### src/rtl/spi_cmd_ctrl_if.sv
// SPI command-controller bus: frame/byte events from the SPI datapath and register-side outputs.
// The slave modport is the controller; the master modport drives frames and observes results.
interface spi_cmd_ctrl_if;
    logic       SSEL_ACTIVE;
    logic       SSEL_START;
    logic       RX_VALID;
    logic [7:0] RX_BYTE;
    logic [6:0] STATUS_IN;
    logic [7:0] TX_BYTE;
    logic [7:0] REG0;
    logic [7:0] REG1;
    logic [7:0] REG2;
    logic       WR_STROBE;
    logic [1:0] WR_ADDR;
    logic       ERR;

    modport slave (
        input  SSEL_ACTIVE, SSEL_START, RX_VALID, RX_BYTE, STATUS_IN,
        output TX_BYTE, REG0, REG1, REG2, WR_STROBE, WR_ADDR, ERR
    );

    modport master (
        output SSEL_ACTIVE, SSEL_START, RX_VALID, RX_BYTE, STATUS_IN,
        input  TX_BYTE, REG0, REG1, REG2, WR_STROBE, WR_ADDR, ERR
    );
endinterface

### src/rtl/spi_cmd_ctrl.sv
// SPI slave command decoder: command byte selects read/write and start address, then bytes stream in/out.
// All outputs registered; TX_BYTE updates exactly 1 cycle after RX_VALID; no backpressure, every byte is consumed.
module spi_cmd_ctrl (
    input  logic           CLK,
    input  logic           RST_N,
    spi_cmd_ctrl_if.slave  bus
);
    typedef enum logic [1:0] {IDLE, CMD, WRITE, READ} state_t;

    state_t     state;
    state_t     state_nxt;
    logic [1:0] addr;
    logic [1:0] addr_nxt;
    logic [7:0] tx_nxt;
    logic       wr_en;
    logic       err_set;
    logic [1:0] rd_sel;
    logic [7:0] rd_data;

    // Read source: the command byte's address on the command cycle, the running pointer afterwards.
    always_comb begin
        rd_sel = (state == CMD) ? bus.RX_BYTE[1:0] : addr;
        case (rd_sel)
            2'd0:    rd_data = bus.REG0;
            2'd1:    rd_data = bus.REG1;
            2'd2:    rd_data = bus.REG2;
            default: rd_data = {bus.ERR, bus.STATUS_IN};
        endcase
    end

    always_comb begin
        state_nxt = state;
        addr_nxt  = addr;
        tx_nxt    = bus.TX_BYTE;
        wr_en     = 1'b0;
        err_set   = 1'b0;
        if (!bus.SSEL_ACTIVE) begin
            state_nxt = IDLE;
            addr_nxt  = 2'd0;
        end else if (bus.SSEL_START) begin
            // A byte arriving with the frame start belongs to no command and is dropped.
            state_nxt = CMD;
            addr_nxt  = 2'd0;
            tx_nxt    = 8'hA5;
        end else if (bus.RX_VALID) begin
            case (state)
                CMD: begin
                    if (bus.RX_BYTE[7]) begin
                        state_nxt = WRITE;
                        addr_nxt  = bus.RX_BYTE[1:0];
                    end else begin
                        state_nxt = READ;
                        addr_nxt  = bus.RX_BYTE[1:0] + 2'd1;
                        tx_nxt    = rd_data;
                    end
                end
                WRITE: begin
                    if (addr == 2'd3) begin
                        err_set = 1'b1;
                    end else begin
                        wr_en = 1'b1;
                    end
                    tx_nxt   = 8'h5A;
                    addr_nxt = addr + 2'd1;
                end
                READ: begin
                    tx_nxt   = rd_data;
                    addr_nxt = addr + 2'd1;
                end
                default: ;
            endcase
        end
    end

    always_ff @(posedge CLK) begin
        if (!RST_N) begin
            state <= IDLE;
            addr  <= 2'd0;
        end else begin
            state <= state_nxt;
            addr  <= addr_nxt;
        end
    end

    always_ff @(posedge CLK) begin
        if (!RST_N) begin
            bus.TX_BYTE   <= 8'h00;
            bus.REG0      <= 8'h00;
            bus.REG1      <= 8'h00;
            bus.REG2      <= 8'h00;
            bus.WR_STROBE <= 1'b0;
            bus.WR_ADDR   <= 2'd0;
            bus.ERR       <= 1'b0;
        end else begin
            bus.TX_BYTE   <= tx_nxt;
            bus.WR_STROBE <= wr_en;
            if (err_set) begin
                bus.ERR <= 1'b1;
            end
            if (wr_en) begin
                bus.WR_ADDR <= addr;
                case (addr)
                    2'd0:    bus.REG0 <= bus.RX_BYTE;
                    2'd1:    bus.REG1 <= bus.RX_BYTE;
                    default: bus.REG2 <= bus.RX_BYTE;
                endcase
            end
        end
    end
endmodule

### src/flat_wrapper.sv
// flat-port wrapper written by rule: the top's interface ports become plain ports
module spi_cmd_ctrl_flat 
  (CLK, RST_N, bus_SSEL_ACTIVE, bus_SSEL_START, bus_RX_VALID, bus_RX_BYTE, bus_STATUS_IN, bus_TX_BYTE, bus_REG0, bus_REG1, bus_REG2, bus_WR_STROBE, bus_WR_ADDR, bus_ERR);
  spi_cmd_ctrl_if bus_i ();
  input  logic CLK;
  input  logic RST_N;
  input wire logic [$bits(bus_i.SSEL_ACTIVE)-1:0] bus_SSEL_ACTIVE;
  input wire logic [$bits(bus_i.SSEL_START)-1:0] bus_SSEL_START;
  input wire logic [$bits(bus_i.RX_VALID)-1:0] bus_RX_VALID;
  input wire logic [$bits(bus_i.RX_BYTE)-1:0] bus_RX_BYTE;
  input wire logic [$bits(bus_i.STATUS_IN)-1:0] bus_STATUS_IN;
  output wire logic [$bits(bus_i.TX_BYTE)-1:0] bus_TX_BYTE;
  output wire logic [$bits(bus_i.REG0)-1:0] bus_REG0;
  output wire logic [$bits(bus_i.REG1)-1:0] bus_REG1;
  output wire logic [$bits(bus_i.REG2)-1:0] bus_REG2;
  output wire logic [$bits(bus_i.WR_STROBE)-1:0] bus_WR_STROBE;
  output wire logic [$bits(bus_i.WR_ADDR)-1:0] bus_WR_ADDR;
  output wire logic [$bits(bus_i.ERR)-1:0] bus_ERR;
  assign bus_i.SSEL_ACTIVE = bus_SSEL_ACTIVE;
  assign bus_i.SSEL_START = bus_SSEL_START;
  assign bus_i.RX_VALID = bus_RX_VALID;
  assign bus_i.RX_BYTE = bus_RX_BYTE;
  assign bus_i.STATUS_IN = bus_STATUS_IN;
  assign bus_TX_BYTE = bus_i.TX_BYTE;
  assign bus_REG0 = bus_i.REG0;
  assign bus_REG1 = bus_i.REG1;
  assign bus_REG2 = bus_i.REG2;
  assign bus_WR_STROBE = bus_i.WR_STROBE;
  assign bus_WR_ADDR = bus_i.WR_ADDR;
  assign bus_ERR = bus_i.ERR;
  spi_cmd_ctrl u_core (.CLK(CLK), .RST_N(RST_N), .bus(bus_i));
endmodule
### config.mk
export PLATFORM = sky130hd
export DESIGN_NAME = spi_cmd_ctrl_flat
export DESIGN_NICKNAME = d
export VERILOG_FILES = /design/src/rtl/spi_cmd_ctrl_if.sv /design/src/rtl/spi_cmd_ctrl.sv /design/src/flat_wrapper.sv
export SDC_FILE = /design/constraint.sdc
export NUM_CORES = 1
export LEC_CHECK = 0
export ABC_CLOCK_PERIOD_IN_PS = 5100
export CAP_MARGIN = 15
export CORE_ASPECT_RATIO = 0.7
export CORE_UTILIZATION = 52
export CTS_BUF_LIST = sky130_fd_sc_hd__clkbuf_2 sky130_fd_sc_hd__clkbuf_4 sky130_fd_sc_hd__clkbuf_8
export CTS_CLUSTER_SIZE = 8
export DETAILED_ROUTE_END_ITERATION = 16
export GPL_TIMING_DRIVEN = 0
export PLACE_DENSITY = 0.91
export SYNTH_ARGS = -nofsm -noshare
export SYNTH_HDL_FRONTEND = slang
export SYNTH_SLANG_ARGS = --single-unit
### constraint.sdc
create_clock -name CLK -period 5.1 [get_ports CLK]
set_input_delay 0.51 -clock CLK [delete_from_list [all_inputs] [get_ports CLK]]
set_output_delay 0.51 -clock CLK [all_outputs]
set_load 0.01 [all_outputs]
==> results.yml <==
status:
  outcome: "complete, no violations"
logic_synthesis:
  synth_top_family_by_area: "multiplexers"
  yosysTopAreaCellShare_pct: 41.8
  synth.mux.area_fraction_pct: 19.7
  synth_top_area_cell: "dfxtp_1"
  synthXorXnorAreaFrac_pct: 0.914
  yosys_warnings: 0
  yosysUniqueCellTypes: 30
  syn_avg_cell_area_um2: 10.2
  syn_area_mm2: 0.00192
  syn-num-nets: 210
  yosys.area_share.adder_pct: 1.96
  synth-simple-area-share_pct: 16.7
  synthTopCellsByArea: "dfxtp_1 42%, mux2i_1 16%, nor2b_1 9.1%"
  ys_ff_latch: 40
  synth_compound_area_share_pct: 15.4
  synth-edff-count: 0
  ys_seq_area_share_pct: 41.8
  netlist_instances: 187
  synth_ff_type: "dfxtp_1"
  ys_async_sr_fraction_pct: 0
cts:
  hold_buffers: 0
  clk_pin_slew_worst_paths_ns: 0.09
  cts_buffer_depth: 2
  cts_max_level: 2
  ctsResizeCount: 0
  cts_root_buffer: "clkbuf_8"
  cts_buffers: 5
  tritoncts: "done"
  clock-sinks: 40
  cts_setup_buffers: 0
  clk_latency_ns: 0.31
floorplan:
  dieArea_mm2: 0.00393
  die_h_um: 52.8
  rows: 18
  ios: 56
  die_x_um: 74.5
  core_area_mm2: 0.00351
  initial_core_util_pct: 54.5
setup_path:
  path_cells: "clkdlybuf4s50_1 > nand3b_1 > a21oi_1 > nand2_1 > o221ai_1 > a21oi_1"
  crit_top_cell: "a21oi_1"
  worstPathRequired_ns: 5.26
  worstSetupPathType: "in -> reg"
  worstPathArrival_ns: 2.58
  start_kind: "input port"
  crit_fanout: 8
  cpPeakStageDelay_ns: 0.59
  cp_top_family: "compound AO/OA/AOI/OAI gates"
  endpoint_kind: "flop"
  worst_path_max_delay_cell: "clkdlybuf4s50_1"
  crit_buf_inv: 1
timing:
  slew_headroom_pct: 54.3
  final-hold-violation-count: 0
  rsz0062_at_grt: "no"
  fin_skew_ns: 0.0100
  hold_slack_ns: 0.540
  worst-slew-pin-transition_ns: 0.678
  slew_viol_final: 0
  min_period_ns: 2.43
  finalCritPeriodShare_pct: 47.6
  setup_viol: 0
  fmax_ghz: 0.412
  worst_slack_ns: 2.67
  tns_ns: 0
placement:
  dp_slack_ns: 2.49
  dp_hpwl_um: 3450
  post_dp_cell_area_mm2: 0.00251
  gp_congestion: 0.811
  port_buffers: 53
global_route:
  grt_max_degree: 15
  antenna_found_initial: 0
  grt_pass1_wl_um: 7570
  gr-total-overflow: 0
  grtUsageTotal_pct: 27.6
  grt_pass1_vias: 1490
routing:
  avgRoutedWirePerCell_um: 16.4
  avgViaCountPerCell: 5.62
  vias: 1676
  ant_nets: 0
  drt_iter0_drc: 74
  drc: 0
  dr.pass1.iters: 4
  routed_wl_um: 4880
power_and_ir_drop:
  leakagePower_nw: 0.863
  powerDensity_mw_per_mm2: 244
  finalPower_w: 0.000640
  ir_drop_uv: 174
layout:
  final_cell_area_mm2: 0.00262
  multi_input_area_mm2: 0.00105
  fill_cells: 285
  finalNetCount: 270
  seq_area_um2: 801
  area_growth_pct: 37.0
  drive_above_1_share_pct: 8.06
  antenna_cells: 0
job:
  maxCapViolations: 0
hold_path:
  hp-class: "reg -> reg"
## worst reg2reg max path, delay by kind of cell, from the launching register on
kind,cells,cell delay [ns]
AND/OR/NAND/NOR,1,0.14
multiplexers,2,0.86
flip-flops,1,0.41
buffers and inverters,1,0.14
AO/OA/AOI/OAI,2,0.25
## metrics by stage
| step | cells | utilization [%] |
|---|---|---|
| after global placement | 290 | 71.4 |
| after floorplan | 187 | - |
| after CTS | 298 | 74.7 |
| final | 298 | 74.7 |
| after detailed placement | 290 | 71.4 |
| after global routing | 298 | 74.7 |
## Yosys cell counts (4+ instances only)
| master | count |
|---|---|
| mux2i_1 | 31 |
| o221ai_1 | 8 |
| nand2_1 | 6 |
| dfxtp_1 | 40 |
| mux2_2 | 4 |
| clkbuf_1 | 6 |
| nor2b_1 | 28 |
| o21ai_0 | 4 |
| a221oi_1 | 4 |
| o2bb2ai_1 | 8 |
| a21oi_1 | 10 |
| and2_1 | 4 |
## where the power goes
group / internal (W) / switching, W
Combinational: 0.0000297 / 0.0000258
Sequential: 0.000315 / 0.00000251
Clock: 0.000147 / 0.000120
Total: 0.000492 / 0.000148
## layout by cell type (no fill, tap or decap), drive strengths merged
cell type / netlist / final
dfxtp: 40 / 40
and3b: 1 / 1
mux2: 4 / 4
buf: 4 / 4
xnor2: 2 / 2
a21oi: 10 / 10
inv: 3 / 4
a31o: 1 / 1
mux2i: 32 / 32
o21ai: 4 / 4
a31oi: 1 / 1
nand2: 6 / 6
nand2b: 4 / 4
nor3: 1 / 1
clkdlybuf4s50: 0 / 53
nor2: 3 / 3
o21a: 3 / 3
o2bb2ai: 8 / 8
o221ai: 8 / 8
clkbuf: 6 / 11
nor3b: 2 / 2
nand3: 2 / 2
ha: 3 / 3
nand3b: 1 / 1
o22ai: 2 / 2
a221oi: 4 / 4
clkinvlp: 0 / 1
bufinv: 0 / 1
and2: 4 / 4
nor2b: 28 / 28
## state kept, by name, summed over array words and instances (netlist names)
name,count
u_core.addr,2
u_core.bus.ERR,1
u_core.bus.REG0,8
u_core.bus.REG1,8
u_core.bus.REG2,8
u_core.bus.TX_BYTE,8
u_core.bus.WR_ADDR,2
u_core.bus.WR_STROBE,1
u_core.state,2
## cell families after synthesis
| group | after synthesis |
|---|---|
| muxes | 36 |
| buffers and inverters | 13 |
| and+or+nand+nor | 52 |
| xor gates and xnor gates | 2 |
| DFF | 40 |
| adders and majority gates | 3 |
| AOI/OAI and AO/OA | 41 |
## final timing paths
kind	endpoint	slack [ns]	start	cells after the start
max	u_core.bus.TX_BYTE[7]$_SDFFE_PN0P_	2.67	bus_RX_VALID	6
min	u_core.bus.REG0[0]$_SDFFE_PN0P_	0.54	u_core.bus.REG0[0]$_SDFFE_PN0P_	2
max reg2reg	u_core.bus.TX_BYTE[7]$_SDFFE_PN0P_	3.16	u_core.state[1]$_SDFFE_PP0P_	6
min reg2reg	u_core.bus.REG0[0]$_SDFFE_PN0P_	0.54	u_core.bus.REG0[0]$_SDFFE_PN0P_	2
## cell type report
class | count | share of cell area (%)
plain buffers | 10 | 2.15
clock buffers | 5 | 2.62
clock inverters | 3 | 1.76
inverters | 3 | 0.429
multi-input cells | 134 | 39.9
flip-flops and latches | 40 | 30.5
well taps | 50 | 2.38
repair buffers | 53 | 20.2
## metal layers
metal / up-vias / GRT usage [%] / wire length, um
met1: 792 / 37.8 / 2370
li1: 806 / - / -
met2: 70 / 41.9 / 2080
met3: 8 / 6.15 / 356
met5: - / 0 / 0
met4: 0 / 11.0 / 62
Note: power is estimated with default switching activity, not from simulation.
